**src/rtl/udp_img_pkg.sv**
```systemverilog
// Shared definitions for the image-stream UDP transmit scheduler.
package udp_img_pkg;

    localparam logic [15:0] HDR_MAGIC = 16'hA55A;
    localparam int unsigned HDR_WORDS = 2;

    typedef enum logic [2:0] {
        IDLE,
        WAIT_FRAME,
        WAIT_DATA,
        START,
        SEND,
        WAIT_DONE,
        GAP
    } state_t;

    function automatic logic [15:0] pkt_byte_num(input int unsigned pkt_words);
        return 16'((pkt_words + HDR_WORDS) * 4);
    endfunction

endpackage

```
**src/rtl/udp_img_hdr_mux.sv**
```systemverilog
// Registered tx_data source: two header words, then PKT_WORDS FIFO words per packet.
module udp_img_hdr_mux
    import udp_img_pkg::*;
#(
    parameter int unsigned PKT_WORDS = 256
) (
    input  logic        clk,
    input  logic        rst,
    input  logic        clr,
    input  logic        send,
    input  logic        tx_req,
    input  logic [15:0] frame_cnt,
    input  logic [15:0] pkt_idx,
    input  logic [31:0] fifo_dout,
    output logic [31:0] tx_data,
    output logic        fifo_rd_en,
    output logic        last_word
);

    localparam int unsigned LAST_IDX = PKT_WORDS + HDR_WORDS - 1;

    logic [15:0] word_cnt;
    logic [31:0] next_word;

    always_comb begin
        fifo_rd_en = send && tx_req && (word_cnt >= 16'(HDR_WORDS));
        last_word  = send && tx_req && (word_cnt == 16'(LAST_IDX));
        next_word  = '0;
        // Requests outside SEND (e.g. a surplus one after the last word) load zero.
        if (send) begin
            case (word_cnt)
                16'd0:   next_word = {HDR_MAGIC, frame_cnt};
                16'd1:   next_word = {pkt_idx, 16'(PKT_WORDS)};
                default: next_word = fifo_dout;
            endcase
        end
    end

    always_ff @(posedge clk or posedge rst) begin
        if (rst) begin
            word_cnt <= '0;
            tx_data  <= '0;
        end else begin
            if (clr) begin
                word_cnt <= '0;
            end else if (send && tx_req) begin
                word_cnt <= word_cnt + 16'd1;
            end
            if (tx_req) begin
                tx_data <= next_word;
            end
        end
    end

endmodule

```
**src/rtl/udp_img_tx_sched.sv**
```systemverilog
// Slices buffered video frames into fixed-size UDP packets and paces them into udp_top.
module udp_img_tx_sched
    import udp_img_pkg::*;
#(
    parameter int unsigned PKT_WORDS      = 256,
    parameter int unsigned PKTS_PER_FRAME = 600,
    parameter int unsigned IFG_CYCLES     = 64,
    parameter int unsigned TIMEOUT_CYCLES = 1048576,
    parameter int unsigned FIFO_CNT_W     = 12
) (
    input  logic                  gmii_tx_clk,
    input  logic                  rst,
    input  logic                  enable,
    input  logic                  frame_start,
    input  logic [FIFO_CNT_W-1:0] fifo_rd_cnt,
    input  logic [31:0]           fifo_dout,
    output logic                  fifo_rd_en,
    output logic                  tx_start_en,
    output logic [15:0]           tx_byte_num,
    output logic [31:0]           tx_data,
    input  logic                  tx_req,
    input  logic                  udp_tx_done,
    output logic                  busy,
    output logic                  frame_done,
    output logic [15:0]           frame_cnt,
    output logic                  timeout_err
);

    localparam int unsigned TO_W  = $clog2(TIMEOUT_CYCLES + 1);
    localparam int unsigned GAP_W = $clog2(IFG_CYCLES + 1);

    state_t           state, next_state;
    logic [15:0]      pkt_idx;
    logic             last;
    logic [TO_W-1:0]  to_cnt;
    logic [GAP_W-1:0] gap_cnt;
    logic             last_word;
    logic             pkt_last;
    logic             to_hit;
    logic             gap_end;
    logic             data_ready;

    assign tx_byte_num = pkt_byte_num(PKT_WORDS);
    assign tx_start_en = (state == START);
    assign busy        = !(state == IDLE || state == WAIT_FRAME);
    assign pkt_last    = (pkt_idx == 16'(PKTS_PER_FRAME - 1));
    assign to_hit      = (state == WAIT_DONE) && !udp_tx_done && (to_cnt == TO_W'(TIMEOUT_CYCLES - 1));
    assign gap_end     = (gap_cnt == GAP_W'(IFG_CYCLES - 1));
    assign data_ready  = (32'(fifo_rd_cnt) >= PKT_WORDS);

    udp_img_hdr_mux #(
        .PKT_WORDS (PKT_WORDS)
    ) u_hdr_mux (
        .clk        (gmii_tx_clk),
        .rst        (rst),
        .clr        (state == START),
        .send       (state == SEND),
        .tx_req     (tx_req),
        .frame_cnt  (frame_cnt),
        .pkt_idx    (pkt_idx),
        .fifo_dout  (fifo_dout),
        .tx_data    (tx_data),
        .fifo_rd_en (fifo_rd_en),
        .last_word  (last_word)
    );

    always_ff @(posedge gmii_tx_clk or posedge rst) begin
        if (rst) begin
            state <= IDLE;
        end else begin
            state <= next_state;
        end
    end

    always_comb begin
        next_state = state;
        case (state)
            IDLE:       if (enable) next_state = WAIT_FRAME;
            WAIT_FRAME: begin
                if (!enable)         next_state = IDLE;
                else if (frame_start) next_state = WAIT_DATA;
            end
            WAIT_DATA:  if (data_ready) next_state = START;
            START:      next_state = SEND;
            SEND:       if (last_word) next_state = WAIT_DONE;
            WAIT_DONE:  if (udp_tx_done || to_hit) next_state = GAP;
            GAP: begin
                // A disabled stream abandons the frame only once the packet in flight is done.
                if (gap_end) begin
                    if (!enable)   next_state = IDLE;
                    else if (last) next_state = WAIT_FRAME;
                    else           next_state = WAIT_DATA;
                end
            end
            default:    next_state = IDLE;
        endcase
    end

    always_ff @(posedge gmii_tx_clk or posedge rst) begin
        if (rst) begin
            pkt_idx     <= '0;
            frame_cnt   <= '0;
            last        <= 1'b0;
            to_cnt      <= '0;
            gap_cnt     <= '0;
            frame_done  <= 1'b0;
            timeout_err <= 1'b0;
        end else begin
            frame_done  <= 1'b0;
            timeout_err <= 1'b0;
            to_cnt      <= (state == WAIT_DONE) ? to_cnt + TO_W'(1) : '0;
            gap_cnt     <= (state == GAP) ? gap_cnt + GAP_W'(1) : '0;
            case (state)
                WAIT_FRAME: if (enable && frame_start) pkt_idx <= '0;
                WAIT_DONE: begin
                    if (udp_tx_done) begin
                        if (pkt_last) begin
                            pkt_idx    <= '0;
                            frame_cnt  <= frame_cnt + 16'd1;
                            frame_done <= 1'b1;
                            last       <= 1'b1;
                        end else begin
                            pkt_idx <= pkt_idx + 16'd1;
                            last    <= 1'b0;
                        end
                    end else if (to_hit) begin
                        timeout_err <= 1'b1;
                        pkt_idx     <= '0;
                        last        <= 1'b1;
                    end
                end
                GAP:        if (gap_end && !enable) pkt_idx <= '0;
                default:    ;
            endcase
        end
    end

endmodule

```
**config.mk**
```make
export PLATFORM = sky130hd
export DESIGN_NAME = udp_img_tx_sched
export DESIGN_NICKNAME = d
export VERILOG_FILES = /design/src/rtl/udp_img_pkg.sv /design/src/rtl/udp_img_hdr_mux.sv /design/src/rtl/udp_img_tx_sched.sv
export SDC_FILE = /design/constraint.sdc
export NUM_CORES = 1
export LEC_CHECK = 0
export BUFFER_PORTS_ARGS = -buffer_cell sky130_fd_sc_hd__buf_2
export CAP_MARGIN = 20
export CORE_MARGIN = 1.5
export CORE_UTILIZATION = 45
export DETAILED_ROUTE_END_ITERATION = 10
export PLACE_DENSITY = 0.67
export SLEW_MARGIN = 20
export SYNTH_ARGS = -nofsm -noshare
export SYNTH_HDL_FRONTEND = slang
export SYNTH_SLANG_ARGS = --single-unit
```
**constraint.sdc**
```tcl
create_clock -name gmii_tx_clk -period 4.8 [get_ports gmii_tx_clk]
set_input_delay 0.24 -clock gmii_tx_clk [delete_from_list [all_inputs] [get_ports gmii_tx_clk]]
set_output_delay 0.24 -clock gmii_tx_clk [all_outputs]
set_load 0.01 [all_outputs]
```
==> metrics <==
most area-hungry cell type in the Yosys netlist=dfrtp_1; post-route minimum period=2.85 ns; Compound-Gate Fraction of Synth Area=0.139; Pre-antenna DRT Iters=5; CTS tree=yes; Antenna Nets Post-Route=0; fin crit share=0.594; hold slack final=0.0177 ns; Mean Syn Cell Area=9.79 sq um; Hold Buf Count CTS=0; P_leak=3.34 nW; Yosys warnings=0; CP peak stage delay=0.75 ns; via count=4879; Layout Skew=0.00872 ns; die height=118 um; Core Footprint=12700 sq um; Area Overhead vs Synth=19.8%; WL final=14000 um; Post-Synthesis Cells=606; RSZ-0062 raised after global routing=false; crit path DAT=3.19 ns; setup violators final=0; Slew Viols, Final=0; Longest Clk Path Bufs=2; number of placement rows=41; cts bufs inserted=17; count of final hold-check violations=0; share of synthesized area spent on multiplexers=0.0171; GRT Resource Usage Total=0.209; Worst-Skew Late Latency=0.43 ns; final non-filler cell total=877; first-pass GRT wire length=23000 um; Initial Util=0.467; Die W=118 um; nets=750; Die ar.=13900 sq um; layout cell share with drive strength beyond 1=0.221; hpwl dp=9500 um; Routed wire per std cell=16.0 um; DRT iter0 DRCs=279; vias per cell=5.56; register area share after synthesis=0.481; measured slew at the worst slew-check pin=0.955 ns; Synth area leaders=dfrtp_1, xor2_1, xnor2_1, nor2_1, a22oi_1; Post-Syn Area=5940 sq um; Post-Place Cells=845; diodes inserted=0; status=complete, no violations; largest family of logic cells by synthesized area=simple AND/OR/NAND/NOR gates; startpoint type of the worst setup path=flip-flop; fraction of registers with async set or reset after synthesis=1.00; Slowest cell on crit path=nand3b_1; clock net sink count=114; Worst EP required=5.14 ns; PD cells=493 nW/um^2; Max VDD drop=0.000277 V; Root Driver=clkbuf_16; setup_tns=0 ns; number of flops mapped to enable cells by yosys=0; CP Capture Type=flip-flop; Clock Pin Slew Worst Setup and Hold Paths=0.05 ns; I/O pin cnt=119; xor-xnor portion of the synthesized cell area=0.0679; post-CTS sizing=0; H-Tree Depth=4; Yosys top cell area share=0.481; Unique masters post-synth=54; Max Cap Violations=0; kind of critical path=reg -> reg; final core area utilization=0.559; Synth Flop Type=dfrtp_1; DRC=0; vias in the first global route=4531; relative slew slack=0.363; Achievable Freq=351 MHz; total congestion overflow=0; pin count of the biggest net entering global routing=73; Placer Congestion=0.839; Fillers=1165; Cell Chain, Critical Path=nand3b_1, a311oi_2, nor2_1, a31oi_1; Hold WC Path Type=in -> async; port buffer count=94; Setup Buffers After CTS=0; Adder-Cell Fraction of Synth Area=0.0169; synthesized flop and latch total=114; CP max FO=22; Post-Synth Simple-Gate Area=0.207; initial antenna violation count=0
[metal layers]
metal | global-route usage | vias up | share of wire
met4 | 0.0732 | 0 | 0.015
met3 | 0.0499 | 19 | 0.058
li1 | - | 2294 | -
met2 | 0.322 | 137 | 0.47
met1 | 0.290 | 2429 | 0.46
met5 | 0 | - | 0
[synth_stat cells (all sizes together), types with 5 or more instances]
cell	n
ha	8
nand3	23
nor4	9
dfrtp	114
nor3b	5
o21ai	34
nor3	8
o22ai	23
nor2	51
and4	9
xor2	24
and2	5
mux2	9
a22oi	23
nand2	42
and3	17
nand4	14
a31oi	19
xnor2	22
inv	41
a21oi	19
buf	29
clkbuf	16
or3	11
[layout make-up]
class	instances	area, sq um	area share
Clock buffer	23	488	0.0686
Clock inverter	9	175	0.0246
Inverter	41	156	0.0220
Multi-Input combinational cell	420	2720	0.383
Sequential cell	114	2850	0.401
Tap cell	172	215	0.0303
Timing Repair Buffer	98	500	0.0704
[cell families (layout without fill, tap and decap cells)]
logic type               after synthesis  in the layout
multiplexers                           9              9
adder cells (fa/ha/maj)                8              8
XOR/XNOR                              46             46
flip-flops                           114            114
AO/OA/AOI/OAI                        132            132
buffers and inverters                 86            171
other                                  2             16
AND/OR/NAND/NOR                      209            209
[state kept, by name, summed over array words and instances, names as in the netlist]
register	cells
u_hdr_mux.tx_data	32
to_cnt	21
frame_cnt	16
pkt_idx	16
u_hdr_mux.word_cnt	16
gap_cnt	7
state	3
frame_done	1
last	1
timeout_err	1
[final timing paths]
kind | startpoint | cells past startpoint | to | slack, ns
setup / recovery | state[2] | 4 | pkt_idx[7] | 1.95
hold / removal | rst | 2 | gap_cnt[2] | 0.02
setup reg to reg | state[2] | 4 | pkt_idx[7] | 1.95
hold reg to reg | gap_cnt[0] | 1 | gap_cnt[0] | 0.45
max in group asynchronous | rst | 3 | gap_cnt[3] | 3.69
min in group gmii_tx_clk | fifo_dout[12] | 3 | u_hdr_mux.tx_data[12] | 0.10
[worst max-delay path: cells and delay by family, from the launching register on]
family             cells  cell delay, ns
and+or+nand+nor        2            1.11
AOI/OAI and AO/OA      2            1.01
DFF                    1            0.64
[cells in the final DEF (no fill, tap or decap), drive strengths merged, types with 3 or more instances in the layout]
master / Yosys / final
a21oi: 19 / 19
nor3b: 5 / 5
mux2: 9 / 9
clkbuf: 16 / 23
xor2: 24 / 24
nand4: 14 / 14
a22o: 3 / 3
a22oi: 23 / 23
xnor2: 22 / 22
a21o: 3 / 3
o21ai: 34 / 34
a31oi: 19 / 19
inv: 41 / 41
nor2: 51 / 51
nor4: 9 / 9
bufinv: 0 / 5
and3: 17 / 17
and2: 5 / 5
ha: 8 / 8
or3: 11 / 11
o22ai: 23 / 23
buf: 29 / 98
conb: 2 / 16
nand3: 23 / 23
and4: 9 / 9
nor2b: 3 / 3
dfrtp: 114 / 114
nor3: 8 / 8
nand2: 42 / 42
[stage by stage]
step	setup WS (ns)	instance area [sq um]	total power [mW]
floorplan	1.54	5990	1.90
detailed placement	2.00	6450	2.11
global placement	2.11	6440	2.08
CTS	1.99	7110	3.53
finish	1.95	7110	3.51
global route	1.71	7110	3.69
[power by group]
group	switching, mW	internal (mW)	total (mW)
sequential	0.116	1.07	1.19
combinational	0.560	0.348	0.908
clock	0.439	0.973	1.41
total	1.11	2.39	3.51
(Power assumes the default switching activity.)
